$ cat src/rtl/viterbi_pkg.sv
// Shared trellis definitions for the convolutional encoder and the Viterbi decoder:
// memory/state-count derivation, generator mask conversion and the encoder FSM states.
package viterbi_pkg;

    typedef enum logic [1:0] {
        ST_IDLE = 2'd0,
        ST_DATA = 2'd1,
        ST_TAIL = 2'd2
    } enc_state_t;

    function automatic int calc_m(input int k);
        return k - 1;
    endfunction

    function automatic int calc_s(input int k);
        return 1 << (k - 1);
    endfunction

    // An octal literal already carries the tap bits; keep only the K window taps.
    function automatic logic [31:0] oct2mask(input int oct, input int k);
        logic [31:0] full;
        full = 32'(oct);
        return full & ((32'd1 << k) - 32'd1);
    endfunction

endpackage

$ cat src/rtl/expected_bits.sv
// Symbol generation shared by encoder and decoder: parity of window {sr, b} against G0/G1.
module expected_bits #(
    parameter int           K  = 4,
    parameter logic [K-1:0] G0 = '1,
    parameter logic [K-1:0] G1 = '1
) (
    input  logic [K-2:0] sr,
    input  logic         b,
    output logic [1:0]   sym
);
    logic [K-1:0] w;

    assign w   = {sr, b};
    assign sym = {^(w & G0), ^(w & G1)};

endmodule

$ cat src/rtl/conv_encoder_core.sv
// Rate-1/2 feedforward convolutional encoder with valid/ready framing and optional
// M-bit zero tail so every frame ends the trellis in state 0.
module conv_encoder_core
    import viterbi_pkg::*;
#(
    parameter int K       = 4,
    parameter int G0_OCT  = 'o17,
    parameter int G1_OCT  = 'o13,
    parameter bit TAIL_EN = 1'b1
) (
    input  logic       clk,
    input  logic       rst,
    input  logic       in_bit_valid,
    output logic       in_bit_ready,
    input  logic       in_bit,
    input  logic       in_bit_last,
    output logic       tx_sym_valid,
    input  logic       tx_sym_ready,
    output logic [1:0] tx_sym,
    output logic       tx_sym_tail,
    output logic       tx_sym_last,
    output logic       busy
);
    localparam int           M  = calc_m(K);
    localparam int           TW = (M > 1) ? $clog2(M) : 1;
    localparam logic [K-1:0] G0 = K'(oct2mask(G0_OCT, K));
    localparam logic [K-1:0] G1 = K'(oct2mask(G1_OCT, K));
    localparam logic [TW-1:0] TAIL_INIT = TW'(M - 1);

    enc_state_t    state, state_n;
    logic [M-1:0]  sr, sr_n;
    logic [TW-1:0] tail_cnt, tail_cnt_n;
    logic          valid_n, tail_n, last_n;
    logic [1:0]    sym_n, enc_sym;
    logic          slot_free, accept, advance, enc_b;
    logic [M:0]    win;

    assign slot_free    = !tx_sym_valid || tx_sym_ready;
    assign in_bit_ready = (state != ST_TAIL) && slot_free;
    assign accept       = in_bit_valid && in_bit_ready;
    assign advance      = accept || ((state == ST_TAIL) && slot_free);
    assign enc_b        = (state == ST_TAIL) ? 1'b0 : in_bit;
    assign win          = {sr, enc_b};
    assign busy         = (state != ST_IDLE) || tx_sym_valid;

    expected_bits #(.K(K), .G0(G0), .G1(G1)) u_exp (
        .sr  (sr),
        .b   (enc_b),
        .sym (enc_sym)
    );

    always_comb begin
        state_n    = state;
        sr_n       = sr;
        tail_cnt_n = tail_cnt;
        valid_n    = tx_sym_valid;
        sym_n      = tx_sym;
        tail_n     = tx_sym_tail;
        last_n     = tx_sym_last;
        if (slot_free)
            valid_n = 1'b0;
        if (advance) begin
            valid_n = 1'b1;
            sym_n   = enc_sym;
            sr_n    = win[M-1:0];
            tail_n  = 1'b0;
            last_n  = 1'b0;
            case (state)
                ST_IDLE, ST_DATA: begin
                    state_n = ST_DATA;
                    if (in_bit_last) begin
                        if (TAIL_EN) begin
                            state_n    = ST_TAIL;
                            tail_cnt_n = TAIL_INIT;
                        end else begin
                            state_n = ST_IDLE;
                            sr_n    = '0;
                            last_n  = 1'b1;
                        end
                    end
                end
                ST_TAIL: begin
                    tail_n = 1'b1;
                    if (tail_cnt == '0) begin
                        // zero tail has flushed sr by now; clearing just makes it explicit
                        last_n     = 1'b1;
                        state_n    = ST_IDLE;
                        sr_n       = '0;
                        tail_cnt_n = TAIL_INIT;
                    end else begin
                        tail_cnt_n = tail_cnt - 1'b1;
                    end
                end
                default: state_n = ST_IDLE;
            endcase
        end
    end

    always_ff @(posedge clk or posedge rst) begin
        if (rst) begin
            state        <= ST_IDLE;
            sr           <= '0;
            tail_cnt     <= TAIL_INIT;
            tx_sym_valid <= 1'b0;
            tx_sym       <= 2'b00;
            tx_sym_tail  <= 1'b0;
            tx_sym_last  <= 1'b0;
        end else begin
            state        <= state_n;
            sr           <= sr_n;
            tail_cnt     <= tail_cnt_n;
            tx_sym_valid <= valid_n;
            tx_sym       <= sym_n;
            tx_sym_tail  <= tail_n;
            tx_sym_last  <= last_n;
        end
    end

endmodule

$ cat config.mk
export PLATFORM = sky130hd
export DESIGN_NAME = conv_encoder_core
export DESIGN_NICKNAME = d
export VERILOG_FILES = /design/src/rtl/viterbi_pkg.sv /design/src/rtl/expected_bits.sv /design/src/rtl/conv_encoder_core.sv
export SDC_FILE = /design/constraint.sdc
export NUM_CORES = 1
export LEC_CHECK = 0
export BUFFER_PORTS_ARGS = -buffer_cell sky130_fd_sc_hd__buf_2
export CAP_MARGIN = 20
export CORE_AREA = 2 2 39 41
export CTS_BUF_LIST = sky130_fd_sc_hd__clkbuf_8
export DETAILED_ROUTE_END_ITERATION = 7
export DIE_AREA = 0 0 41 43
export PLACE_DENSITY = 0.7
export SYNTH_ARGS = -nofsm -noshare
export SYNTH_HDL_FRONTEND = slang
export SYNTH_SLANG_ARGS = --single-unit
export TNS_END_PERCENT = 1
$ cat constraint.sdc
create_clock -name clk -period 2.2 [get_ports clk]
set_clock_uncertainty 0.1 [all_clocks]
set_input_delay 0.11 -clock clk [delete_from_list [all_inputs] [get_ports clk]]
set_output_delay 0.11 -clock clk [all_outputs]
set_load 0.005 [all_outputs]
==> metrics.md, run 1 <==
| Metric | Value |
|---|---|
| Run status | complete, no violations |
| Nets | 86 |
| Initial core utilization | 42.31% |
| Hold Crit Class | in2reg |
| #FFs+latches synth | 12 |
| Max cap viols | 0 |
| H-tree level count | 1 |
| Max transition margin | 69.47% |
| Slew @ Worst Pin | 457.5 ps |
| CTS resizes | 0 |
| Initial DRC count | 7 |
| Core Area | 1384 sq um |
| Avg Vias per Cell | 4.699 |
| GRT overflow | 0 |
| PD cells | 1416 nW/um^2 |
| Clock root cell | clkbuf_8 |
| Synth cell types | 24 |
| CP Data Arrival Time | 1150 ps |
| DP Worst Slack | 934.7 ps |
| Peak supply drop | 0.0006415 V |
| Die area | 1763 sq um |
| DR vias | 437 |
| Area fraction of the dominant cell type after synthesis | 47.01% |
| Die H | 43 um |
| Clock buffer count from CTS | 3 |
| Hold Path Origin | in_bit_valid |
| # hold bufs at CTS | 2 |
| Max-slew violations | 0 |
| Final WS setup | 840.9 ps |
| RSZ-0062 raised after global routing | false |
| Post-synthesis sequential area ratio | 51.50% |
| PortBufs | 12 |
| Largest net degree at the start of global routing | 13 |
| Detailed placement HPWL | 759.6 um |
| Cells along the critical path | or3_1 -> buf_2 |
| Clk buf depth | 2 |
| WL per Instance | 11.39 um |
| Mapped Nets | 67 |
| Residual DRC | 0 |
| Antenna cells | 0 |
| Startpoint Class | flip-flop |
| Mapped cell area | 585.6 sq um |
| Ports | 13 |
| Setup Total Neg Slack | 0 ps |
| Critical path origin | state[0]$_DFFE_PP0P_ |
| First-pass GRT wire length | 1.766 mm |
| Setup CP Type | reg2out |
| Final worst-path cycle share | 61.78% |
| Worst skew pair latency | 240 ps |
| CP max FO | 5 |
| Max incr delay on CP | 430 ps |
| Worst reg2reg startpoint | state[1]$_DFFE_PP0P_ |
| Warning count from the yosys run | 0 |
| Area of the multi-input gates | 267.8 sq um |
| Synth area leader | dfrtp_1 |
| Syn Inst Count | 59 |
| Chip width | 41 um |
| CTS tree | yes |
| Final ANT Viol Nets | 0 |
| Final WL | 1.059 mm |
| Total GRT Usage | 15.70% |
| GP Congestion | 0.7253 |
| Clock transition at path regs | 60 ps |
| Clock sinks | 12 |
| Leakage power | 0.3634 nW |
| Hold Violations, Final | 0 |
| Iteration count of the initial detailed-routing pass | 4 |
| CP Capture Type | output pin |
| Storage cell area | 301.5 sq um |
| Crit path required time | 1990 ps |
| Fin crit period | 1359 ps |
| Row cnt | 14 |
| Post-CTS setup buffers | 0 |
| Avg Synthesized Cell Area | 9.925 sq um |
| # fillers | 127 |
| Area Overhead vs Synth | 26.92% |
| Layout cells sized above 1 | 28.57% |
| Slowest stage cell, crit path | dfrtp_1 |
| Peak Freq | 735.8 MHz |
| Vias in the first global route | 400 |
| Synth area leaders | dfrtp_1 (47%), nand2_1 (9.0%), dfstp_2 (4.5%), ha_1 (4.3%), o21ai_1 (4.3%) |
| Final setup viols | 0 |
| Initial antenna violation count | 0 |
==> cell type report <==
class	instances	share of cell area, %
repair buffers	15	11.78
inverters	3	1.515
clock buffers	4	7.407
flip-flops and latches	12	40.57
multi-input cells	43	36.03
well taps	16	2.694
==> worst paths after layout <==
kind	endpoint	slack, ps	cells past startpoint
worst max-delay path	busy	840	2
worst min-delay path	tx_sym_valid$_DFFE_PP0P_	40	2
worst max register to register	tx_sym_last$_DFFE_PP0P_	920	4
worst min register to register	tx_sym_tail$_DFFE_PP0P_	380	1
max in group asynchronous	tail_cnt[1]$_DFFE_PP1P_	1350	3
min in group asynchronous	tx_sym[0]$_DFFE_PP0P_	310	3
==> placed cells by master, fill, tap and decap left out, drive strengths merged <==
| cell | count |
|---|---|
| xor2 | 1 |
| dlygate4sd3 | 2 |
| a22o | 1 |
| mux2i | 1 |
| nor2b | 2 |
| a22oi | 1 |
| or3 | 2 |
| a21o | 1 |
| xnor2 | 3 |
| o31ai | 1 |
| nand2b | 2 |
| inv | 3 |
| dfstp | 1 |
| clkbuf | 4 |
| ha | 2 |
| o21ai | 8 |
| dfrtp | 11 |
| buf | 13 |
| nor2 | 3 |
| nand4b | 1 |
| nand2 | 14 |
==> Yosys cell counts (all sizes together) <==
cell type	number
inv	3
a22o	1
a22oi	1
or3	2
o21ai	8
dfstp	1
ha	2
nand2	14
xor2	1
buf	1
nand4b	1
a21o	1
o31ai	1
nor2b	2
nor2	3
xnor2	3
dfrtp	11
mux2i	1
nand2b	2
==> layer usage <==
layer / GRT usage [%] / vias up / routed length [um]
li1: - / 236 / -
met1: 20.27 / 185 / 500
met2: 20.94 / 12 / 482
met3: 6.283 / 4 / 54
met4: 10.00 / 0 / 22
met5: 0 / - / 0
==> flip-flops by register name (all words and copies together) (netlist names) <==
signal        cells
sr                3
state             2
tail_cnt          2
tx_sym            2
tx_sym_last       1
tx_sym_tail       1
tx_sym_valid      1
==> per-stage QoR <==
stage                     instances  power (mW)  area (sq um)  utilization [%]  hold slack [ps]
final                            93       1.053         743.2            53.71            37.08
after global routing             93       1.143         743.2            53.71            49.39
after CTS                        93       1.068         743.2            53.71            33.23
after detailed placement         87      0.8178         668.1            48.28            44.97
after global placement           87      0.8071         668.1            48.28            40.28
after floorplan                  59      0.7045         585.6                -           -126.0
==> worst max-delay path: cells and delay by family, from the launching register on <==
| family | cells | cell delay [ps] |
|---|---|---|
| flip-flops | 1 | 430 |
| AND/OR/NAND/NOR | 1 | 350 |
| buffers and inverters | 1 | 130 |
==> cells by family after synthesis <==
family | Yosys count | synth area share [%]
flip-flops | 12 | 51.50
buffers and inverters | 4 | 2.777
AND/OR/NAND/NOR | 24 | 19.66
multiplexers | 1 | 1.709
adder cells (fa/ha/maj) | 2 | 4.273
XOR/XNOR | 4 | 7.267
AO/OA/AOI/OAI | 12 | 12.82
==> report_power, final <==
| group | switching (mW) | total (mW) | internal, mW |
|---|---|---|---|
| Clock | 0.0860 | 0.244 | 0.158 |
| Combinational | 0.199 | 0.409 | 0.210 |
| Sequential | 0.0756 | 0.400 | 0.324 |
Note: power is estimated with default switching activity, not from simulation.
==> inputs of run 2 (changes only) <==
Settings changed: PLACE_DENSITY 0.7 to 0.72.
Clock period 2.2 ns to 1.19 ns, I/O delays scaled along.
==> metrics.md, run 2 (synthesized netlist as in run 1, its figures left out) <==
| Metric | Value |
|---|---|
| Total GRT Usage | 16.79% |
| First-pass GRT wire length | 1.980 mm |
| P_sw | 0.7848 mW |
| WL per Instance | 12.32 um |
| Final ANT Viol Nets | 0 |
| Slew @ Worst Pin | 461.5 ps |
| Largest net degree at the start of global routing | 13 |
| Chip width | 41 um |
| Startpoint Class | flip-flop |
| DR vias | 514 |
| Ports | 13 |
| CP max FO | 2 |
| Leakage power | 0.4234 nW |
| Max transition margin | 69.20% |
| Post-route cell area | 863.3 sq um |
| Setup Total Neg Slack | -629.7 ps |
| Top reg by flops | sr |
| PD cells | 2661 nW/um^2 |
| Setup CP Type | reg2out |
| Antenna cells | 0 |
| Hold Slack | 15.00 ps |
| Combinational Power Share | 48.9% |
| Final WL | 1.257 mm |
| Max-slew violations | 0 |
| Seq pwr share | 32.3% |
| Initial DRC count | 8 |
| Dpl cell area | 720.7 sq um |
| Iteration count of the initial detailed-routing pass | 4 |
| Peak supply drop | 0.001228 V |
| Clk buf depth | 2 |
| Clock transition at path regs | 50 ps |
| Area Overhead vs Synth | 47.44% |
| Commonest non-fill, non-tap cell in the layout | nand2_1 |
| PortBufs | 12 |
| Residual DRC | 0 |
| Vias in the first global route | 492 |
| Initial antenna violation count | 0 |
| Sw Share | 34.16% |
| H-tree level count | 1 |
| CTS tree | yes |
| Clock buffer count from CTS | 3 |
| Storage cell area | 302.8 sq um |
| Run status | complete, but fails checks |
| Nets | 95 |
| GP Congestion | 0.7731 |
| Max cap viols | 0 |
| CP Data Arrival Time | 1200 ps |
| Die area | 1763 sq um |
| Hold Crit Class | in2reg |
| RSZ-0062 raised after global routing | true |
| GRT overflow | 0 |
| Fin crit period | 1356 ps |
| Largest register FFs | 3 |
| Row cnt | 14 |
| Clock sinks | 12 |
| Violated checks | negative setup slack |
| Detailed placement HPWL | 849.5 um |
| Initial core utilization | 42.31% |
| Avg Vias per Cell | 5.039 |
| Layout cells sized above 1 | 44.19% |
| Area of the multi-input gates | 311.5 sq um |
| Core Area | 1384 sq um |
| Final setup viols | 9 |
| Crit path required time | 1030 ps |
| Final worst-path cycle share | 114.0% |
| Worst skew pair latency | 240 ps |
| CP Capture Type | output pin |
| Final WS setup | -166.4 ps |
| Die H | 43 um |
| Int Pwr | 1.513 mW |
| Clock power share | 18.8% |
| Clock root cell | clkbuf_8 |
| Peak Freq | 737.3 MHz |
| # fillers | 105 |
| Most frequent cells in the layout | nand2_1 (13), buf_2 (12), dfrtp_1 (10) |
| Hold Violations, Final | 0 |
## run 2: cell types whose count changed in the layout (fill, tap and decap cells not counted), sizes merged
cell / before / now
buf: 13 / 22
## run 2: worst max-delay path, cell delays in order (launching register included)
cell,delay [ps]
dfrtp_1,380
buf_6,120
or3_1,320
buf_2,140
## run 2: cell type report
class	instances	area share [%]
Tap cell	16	2.319
Multi-Input combinational cell	43	36.09
Timing Repair Buffer	24	18.84
Clock buffer	4	6.377
Sequential cell	12	35.07
Inverter	3	1.304
## run 2: final timing paths
check                                      startpoint                        to  slack (ps)  depth (start not counted)
worst max-delay path             state[0]$_DFFE_PP0P_                      busy        -170                          3
worst min-delay path                     in_bit_valid  tx_sym_valid$_DFFE_PP0P_          20                          2
worst max register to register      sr[0]$_DFFE_PP0P_     tx_sym[1]$_DFFE_PP0P_         -80                          4
worst min register to register  tx_sym[1]$_DFFE_PP0P_     tx_sym[1]$_DFFE_PP0P_         380                          2
max in group asynchronous                         rst   tail_cnt[1]$_DFFE_PP1P_         370                          3
min in group asynchronous                         rst      state[0]$_DFFE_PP0P_         280                          3
## run 2: repair_timing
item                                    in CTS  in global routing
endpoints found under the hold margin       12                  0
pin swaps                                    5                  1
endpoints found under the setup margin      10                 11
setup buffers                                2                  0
hold buffers                                 2                  0
gates resized for setup                     11                  5
## run 2: power by group through the flow
stage / Combinational [mW] / Clock (mW) / Sequential (mW)
global placement: 0.932 / 0 / 0.722
global route: 1.23 / 0.467 / 0.767
detailed placement: 0.951 / 0 / 0.727
finish: 1.12 / 0.433 / 0.741
CTS: 1.08 / 0.445 / 0.732
floorplan: 0.569 / 0 / 0.733
## run 2: metal layers
metal / track usage, % / vias up / share of wire, %
li1: - / 254 / -
met1: 21.14 / 248 / 40
met2: 27.19 / 10 / 55
met3: 3.141 / 2 / 3.7
met4: 6.000 / 0 / 1.1
met5: 0 / - / 0
## run 2: metrics by stage
step                instances  worst slack, ps  total power, mW  utilization, %
finish                    102           -166.4            2.297           62.39
detailed placement         94           -87.55            1.678           52.08
floorplan                  59          -0.5196            1.302               -
CTS                       102           -124.6            2.253           61.57
global placement           94           -36.01            1.655           52.08
global route              102           -205.3            2.469           62.39
==> inputs of run 3 (changes only) <==
Settings changed: REMOVE_ABC_BUFFERS from default to 1.
==> metrics.md, run 3 (synthesized netlist as in run 1, its figures left out) <==
| Metric | Value |
|---|---|
| Residual DRC | 0 |
| Clock root cell | clkbuf_8 |
| Antenna cells | 0 |
| Max cap viols | 0 |
| Total GRT Usage | 17.89% |
| CTS tree | yes |
| Combinational Power Share | 50.5% |
| Most frequent cells in the layout | nand2_1 (13), buf_2 (12), dfrtp_1 (10) |
| Hold Slack | 14.62 ps |
| End point of the critical path | busy |
| # fillers | 108 |
| RSZ-0062 raised after global routing | true |
| Violated checks | negative setup slack |
| Peak Freq | 714.2 MHz |
| Sw Share | 35.26% |
| Die area | 1763 sq um |
| Peak supply drop | 0.001152 V |
| Top reg by flops | sr |
| Seq pwr share | 33.2% |
| Clock sinks | 12 |
| Hold Crit Class | in2reg |
| Final WL | 1.308 mm |
| Largest net degree at the start of global routing | 13 |
| Nets | 97 |
| R2r endpoint | tx_sym[1]$_DFFE_PP0P_ |
| Vias in the first global route | 457 |
| Die H | 43 um |
| Worst reg2reg startpoint | state[0]$_DFFE_PP0P_ |
| Initial core utilization | 42.31% |
| Fin crit period | 1400 ps |
| GP Congestion | 0.7822 |
| Cells along the critical path | buf_6 -> or3_1 -> buf_2 |
| Area of the multi-input gates | 300.3 sq um |
| WL per Instance | 12.58 um |
| FF-to-FF path depth | 5 |
| Final setup viols | 11 |
| Max-slew violations | 0 |
| Run status | complete, but fails checks |
| Row cnt | 14 |
| Leakage power | 0.4295 nW |
| Hold Violations, Final | 0 |
| CP max FO | 2 |
| Clock power share | 16.4% |
| Layout cells sized above 1 | 43.18% |
| Setup Total Neg Slack | -833.3 ps |
| Clock buffer count from CTS | 3 |
| Clock transition at path regs | 50 ps |
| Largest register FFs | 3 |
| PortBufs | 12 |
| Startpoint Class | flip-flop |
| PD cells | 2598 nW/um^2 |
| Slowest stage cell, crit path | dfrtp_1 |
| Core Area | 1384 sq um |
| DR vias | 504 |
| Initial DRC count | 8 |
| Clk buf depth | 2 |
| CP Capture Type | output pin |
| Detailed placement HPWL | 908.4 um |
| CP Data Arrival Time | 1240 ps |
| Ports | 13 |
| Initial antenna violation count | 0 |
| Crit path required time | 1030 ps |
| Worst skew pair latency | 240 ps |
| Area Overhead vs Synth | 48.72% |
| Chip width | 41 um |
| Final WS setup | -210.1 ps |
| Storage cell area | 302.8 sq um |
| Critical path origin | state[0]$_DFFE_PP0P_ |
| Avg Vias per Cell | 4.846 |
| Commonest non-fill, non-tap cell in the layout | nand2_1 |
| H-tree level count | 1 |
| Int Pwr | 1.465 mW |
| Iteration count of the initial detailed-routing pass | 4 |
| Reg-to-reg slack, setup | -90 ps |
| P_sw | 0.7979 mW |
| Slew @ Worst Pin | 455.4 ps |
| Setup CP Type | reg2out |
| GRT overflow | 0 |
| Max incr delay on CP | 410 ps |
| First-pass GRT wire length | 2.076 mm |
| Max transition margin | 69.61% |
| Final ANT Viol Nets | 0 |
| Final worst-path cycle share | 117.7% |
-- run 3: changes by cell type in the layout (fill, tap and decap cells not counted), moves of 2 or more --
cell / before / now
inv_1: 2 / 4
o21ai_1: 6 / 4
buf_4: 8 / 6
buf_6: 2 / 5
-- run 3: area by class of cell --
type                    count  share of cell area, %
clock buffers               3                  4.741
repair buffers             26                  21.98
flip-flops and latches     12                  34.77
well taps                  16                  2.299
multi-input cells          43                  34.48
inverters                   3                  1.293
clock inverters             1                 0.4310
-- run 3: routing by layer --
layer	global-route usage (%)	wire [um]	vias up
met5	0	0	-
met4	6.000	12	0
met3	3.141	37	2
met2	28.13	684	12
met1	23.89	573	236
li1	-	-	254
-- run 3: critical path, delay by kind of cell, from the launching register on --
kind          cells  cell delay, ps
simple gates      1             320
flops             1             410
buf+inv           2             270
-- run 3: stage by stage --
step | area [sq um] | std cells | power (mW) | setup WS [ps] | utilization [%]
after floorplan | 580.6 | 58 | 1.295 | -191.2 | -
after CTS | 850.8 | 104 | 2.221 | -199.5 | 61.48
after global placement | 735.7 | 96 | 1.683 | -33.59 | 53.16
after global routing | 870.8 | 104 | 2.430 | -227.4 | 62.93
final | 870.8 | 104 | 2.263 | -210.1 | 62.93
after detailed placement | 735.7 | 96 | 1.727 | -70.37 | 53.16
-- run 3: timing repair --
item                       in CTS  in global routing
gates cloned                    0                  0
setup endpoints to repair      11                 12
hold buffers                    3                  0
pin swaps                       2                  3
setup buffers                   1                  0
gates resized for setup         9                  6
hold endpoints to repair       13                  0
-- run 3: how the worst min path moves through the flow --
| stage | start | end | slack [ps] | cells after the start |
|---|---|---|---|---|
| after CTS | in_bit | sr[0]$_DFFE_PP0P_ | 20 | 3 |
| after global placement | rst | tx_sym_last$_DFFE_PP0P_ | -20 | 2 |
| after detailed placement | rst | tx_sym_last$_DFFE_PP0P_ | -10 | 2 |
| after floorplan | rst | sr[0]$_DFFE_PP0P_ | -180 | 1 |
| after global routing | in_bit | sr[0]$_DFFE_PP0P_ | 30 | 3 |
| final | in_bit | sr[0]$_DFFE_PP0P_ | 10 | 3 |
-- run 3: power by group through the flow --
stage	clock network, mW	logic, mW	registers, mW
6_report	0.370	1.14	0.750
5_1_grt	0.391	1.27	0.769
4_1_cts	0.378	1.11	0.734
3_5_place_dp	0	1.00	0.728
3_3_place_gp	0	0.962	0.722
2_1_floorplan	0	0.562	0.733
